## src/rtl/clocked_latch_dff_if.sv

```systemverilog
// clocked_latch_dff_if: data and status signals of the storage primitive bank
interface clocked_latch_dff_if #(parameter int WIDTH = 1);
  logic             sr_set_n;
  logic             sr_reset_n;
  logic             sr_q;
  logic             sr_q_b;
  logic [WIDTH-1:0] dl_d;
  logic [WIDTH-1:0] dl_q;
  logic [WIDTH-1:0] dl_q_b;
  logic [WIDTH-1:0] ff_d;
  logic [WIDTH-1:0] ff_q;
  modport master (
    output sr_set_n, sr_reset_n, dl_d, ff_d,
    input  sr_q, sr_q_b, dl_q, dl_q_b, ff_q
  );
  modport slave (
    input  sr_set_n, sr_reset_n, dl_d, ff_d,
    output sr_q, sr_q_b, dl_q, dl_q_b, ff_q
  );
endinterface

```

## src/rtl/clocked_latch_dff.sv

```systemverilog
// clocked_latch_dff: clocked SR latch, clocked D latch and rising-edge DFF with shared async active-low clear
module clocked_latch_dff #(
  parameter int WIDTH = 1
) (
  input logic                clk,
  input logic                reset,
  clocked_latch_dff_if.slave bus
);
  logic             r_sr_q;
  logic [WIDTH-1:0] r_dl_q;
  logic [WIDTH-1:0] r_ff_q;
  logic             w_sr_req;
  assign w_sr_req = !(bus.sr_set_n && bus.sr_reset_n);
  // SR latch: transparent while clk is high, set wins when both requests are active
  always_latch
    if (!reset) r_sr_q <= 1'b0;
    else if (clk && w_sr_req) r_sr_q <= !bus.sr_set_n;
  // D latch: follows dl_d while clk is high, holds the falling-edge value while low
  always_latch
    if (!reset) r_dl_q <= '0;
    else if (clk) r_dl_q <= bus.dl_d;
  // DFF: captures ff_d on the rising edge, cleared immediately by reset
  always_ff @(posedge clk or negedge reset)
    if (!reset) r_ff_q <= '0;
    else r_ff_q <= bus.ff_d;
  assign bus.sr_q   = r_sr_q;
  assign bus.sr_q_b = ~r_sr_q;
  assign bus.dl_q   = r_dl_q;
  assign bus.dl_q_b = ~r_dl_q;
  assign bus.ff_q   = r_ff_q;
endmodule

```

## src/flat_wrapper.sv

```systemverilog
// flat-port wrapper written by rule: the top's interface ports become plain ports
module clocked_latch_dff_flat 
#(
  parameter int WIDTH = 1
)
  (clk, reset, bus_sr_set_n, bus_sr_reset_n, bus_dl_d, bus_ff_d, bus_sr_q, bus_sr_q_b, bus_dl_q, bus_dl_q_b, bus_ff_q);
  clocked_latch_dff_if #(.WIDTH(WIDTH)) bus_i ();
  input logic clk;
  input logic reset;
  input wire logic [$bits(bus_i.sr_set_n)-1:0] bus_sr_set_n;
  input wire logic [$bits(bus_i.sr_reset_n)-1:0] bus_sr_reset_n;
  input wire logic [$bits(bus_i.dl_d)-1:0] bus_dl_d;
  input wire logic [$bits(bus_i.ff_d)-1:0] bus_ff_d;
  output wire logic [$bits(bus_i.sr_q)-1:0] bus_sr_q;
  output wire logic [$bits(bus_i.sr_q_b)-1:0] bus_sr_q_b;
  output wire logic [$bits(bus_i.dl_q)-1:0] bus_dl_q;
  output wire logic [$bits(bus_i.dl_q_b)-1:0] bus_dl_q_b;
  output wire logic [$bits(bus_i.ff_q)-1:0] bus_ff_q;
  assign bus_i.sr_set_n = bus_sr_set_n;
  assign bus_i.sr_reset_n = bus_sr_reset_n;
  assign bus_i.dl_d = bus_dl_d;
  assign bus_i.ff_d = bus_ff_d;
  assign bus_sr_q = bus_i.sr_q;
  assign bus_sr_q_b = bus_i.sr_q_b;
  assign bus_dl_q = bus_i.dl_q;
  assign bus_dl_q_b = bus_i.dl_q_b;
  assign bus_ff_q = bus_i.ff_q;
  clocked_latch_dff #(.WIDTH(WIDTH)) u_core (.clk(clk), .reset(reset), .bus(bus_i));
endmodule
```

## config.mk

```make
export PLATFORM = sky130hd
export DESIGN_NAME = clocked_latch_dff_flat
export DESIGN_NICKNAME = d
export VERILOG_FILES = /design/src/rtl/clocked_latch_dff_if.sv /design/src/rtl/clocked_latch_dff.sv /design/src/flat_wrapper.sv
export SDC_FILE = /design/constraint.sdc
export NUM_CORES = 1
export LEC_CHECK = 0
export CAP_MARGIN = 25
export CORE_AREA = 3 3 40 42
export CTS_CLUSTER_DIAMETER = 120
export DETAILED_ROUTE_END_ITERATION = 12
export DIE_AREA = 0 0 43 45
export SYNTH_ARGS = -nofsm -noshare
export SYNTH_HDL_FRONTEND = slang
export SYNTH_SLANG_ARGS = --single-unit
```

## constraint.sdc

```tcl
create_clock -name clk -period 0.8 [get_ports clk]
set_input_delay 0.16 -clock clk [delete_from_list [all_inputs] [get_ports clk]]
set_output_delay 0.16 -clock clk [all_outputs]
set_load 0.005 [all_outputs]
```

==> flow_summary.json <==
{
  "route.vias.total": 145,
  "die_w_um": 43,
  "place.gp.congestion": 0.626,
  "tightest_slew_ns": 0.0931,
  "placeableCoreArea_um2": 1280,
  "postSynthAreaPerCell_um2": 9.51,
  "synth-adder-area-share_pct": 0,
  "rows": 13,
  "grt_usage_pct": 4.57,
  "post-route-min-period_ns": 1.07,
  "initial_utilization_pct": 7.40,
  "synth_xor_area_share_pct": 0,
  "cell_count_after_placement": 36,
  "synth_top_cell_by_area": "dlxtp_1",
  "place_ws_ns": -0.600,
  "synthesis.nets": 16,
  "max-slew-margin-rel_pct": 93.8,
  "floorplan.die_area_um2": 1940,
  "grt_pass1_vias": 182,
  "num_io_pins": 11,
  "drt_first_iter_violations": 0,
  "fp.dieH_um": 45,
  "flow.area_growth_from_synthesis_pct": 191,
  "failed_checks": "negative hold slack, negative setup slack",
  "post_drt_wl_per_cell_um": 7.67,
  "power.ir.vdd_worst_uv": 401,
  "dpl_cell_area_um2": 221,
  "fillCellCount": 140,
  "vias_per_cell": 3.15,
  "grt_setup_unrepaired": "yes",
  "max_cap_viol_count": 0,
  "number_of_antenna_violations_at_the_first_check_in_global_routing": 0,
  "placement.io_buffers": 10,
  "synth_top_family_by_area": "simple AND/OR/NAND/NOR gates",
  "hold_violations": 1,
  "tritoncts": "yes",
  "run_status": "complete, but fails checks",
  "critical_path.startpoint_type": "latch",
  "critPathCaptureType": "primary output",
  "power_per_cell_area_nw_per_um2": 2500,
  "synthesis.area_um2": 95.1,
  "post_synth_and_or_nand_nor_area_fraction_pct": 23.7,
  "worstPathMaxFanout": 2,
  "ant_nets": 0,
  "synthesis.yosys.warnings": 0,
  "worst_ep_required_time_ns": 0.64,
  "grt_start_max_net_pins": 4,
  "compound_gate_fraction_of_synth_area_pct": 10.5,
  "fin_ws_ns": -0.270,
  "final_cell_count_no_fill": 46,
  "power.leakage_uw": 0.000143,
  "final_layout_size_suffix_gt1_share_pct": 54.8,
  "detail_route.drc_violations": 0,
  "ys_ff_latch": 3,
  "finalWirelength_um": 353,
  "maxClockFrequency_ghz": 0.934,
  "setup-violations-final": 5,
  "synthDominantCellAreaShare_pct": 31.6,
  "worstPathArrival_ns": 0.91,
  "netlist_instances": 10,
  "yosys-mux-area-fraction_pct": 0,
  "finish.net_count": 38,
  "stdcell_area_um2": 277,
  "synth_cell_types": 8,
  "drt_first_pass_iters": 1,
  "post_route_hold_slack_ns": -0.0772,
  "clk_pin_slew_worst_paths_ns": 0.04,
  "final_min_period_over_clock_period_pct": 134,
  "gr-total-overflow": 0,
  "drv_slew": 0,
  "synthTopCellsByArea": "dlxtp_1 32%, dfrtp_1 26%, a21bo_1 11%",
  "insertedDiodeCount": 0,
  "first_pass_grt_wire_length_um": 538,
  "crit_type": "latch to primary output",
  "holdBufCountCts": 2,
  "holdCritPathClass": "input port to clock gate"
}
==> critical path: stages, from the launching register on <==
cell	delay, ns
dlxtp_1	0.32
inv_1	0.03
buf_2	0.11
==> power breakdown <==
group	switching, uW	total, uW	leakage (uW)	internal, uW
logic	17.9	65.3	0.0000753	47.4
registers	2.58	93.8	0.0000268	91.2
clock network	122	534	0.0000409	412
total	142	693	0.000143	550
==> state kept, by name, summed over array words and instances, names as in the netlist <==
name / count
u_core.bus.dl_q: 1
u_core.bus.ff_q: 1
u_core.bus.sr_q: 1
==> kinds of logic (layout without fill, tap and decap cells) <==
| family | Yosys count | count (layout) |
|---|---|---|
| DFF | 1 | 1 |
| latches | 2 | 2 |
| buffers and inverters | 2 | 23 |
| and+or+nand+nor | 4 | 4 |
| AOI/OAI and AO/OA | 1 | 1 |
==> stage by stage <==
stage | utilization, % | hold WS [ns] | total power (uW) | TNS [ns]
6_report | 21.5 | -0.0772 | 693 | -0.973
5_1_grt | 21.5 | -0.0662 | 743 | -1.24
4_1_cts | 20.4 | -0.0825 | 713 | -1.05
3_5_place_dp | 17.2 | 0.157 | 237 | -3.85
3_3_place_gp | 17.2 | 0.155 | 236 | -3.84
2_1_floorplan | - | -0.240 | 181 | -0.111
==> synthesized netlist by cell type <==
cell type,count
dfrtp_1,1
dlxtp_1,2
nand2_1,1
nor2b_1,1
inv_1,2
and2_1,1
nand2b_1,1
a21bo_1,1
==> what timing repair did <==
action	in CTS	in global routing
pin swaps	1	1
hold endpoints to repair	3	1
setup buffers	0	1
resized for setup	30	4
setup endpoints to repair	8	5
==> layer usage <==
layer  vias up  part of all wire [%]  GRT usage (%)  wire, um
met3         0                    14           3.19        50
met4         0                     0           10.2         0
li1         71                     -              -         -
met2         8                    56           5.99       196
met1        66                    30           2.40       106
met5         -                     0              0         0
==> final cells by class <==
class                      count  area [um^2]  share of cell area, %
multi-input combinational      5         35.0                   12.7
sequential                     3         55.1                   19.9
tap                           15         18.8                   6.79
timing repair buffer          14          111                   40.3
inverter                       2         7.51                   2.71
clock buffer                   7         48.8                   17.6
==> cell usage in the layout (no fill, tap or decap) <==
cell type        n
clkbuf_4         6
buf_2            5
inv_1            2
dlygate4sd3_1    2
clkdlybuf4s50_1  2
buf_4            2
dlxtp_1          2
nand2b_1         1
nor2b_1          1
a21bo_1          1
nand2_1          1
and2_4           1
clkbuf_1         1
buf_6            1
clkbuf_2         1
buf_8            1
dfrtp_1          1
==> worst paths after layout <==
path,startpoint,end,slack (ns),depth (start not counted)
max,u_core.bus.sr_q,bus_sr_q_b,-0.27,2
max in group gated,reset,clock gate,0.14,3
min in group clk,bus_ff_d,u_core.bus.ff_q,0.28,1
min,bus_sr_reset_n,clock gate,-0.08,1
min in group asynchronous,reset,u_core.bus.ff_q,0.33,4
max in group asynchronous,reset,u_core.bus.ff_q,0.36,4
Note: power is estimated with default switching activity, not from simulation.
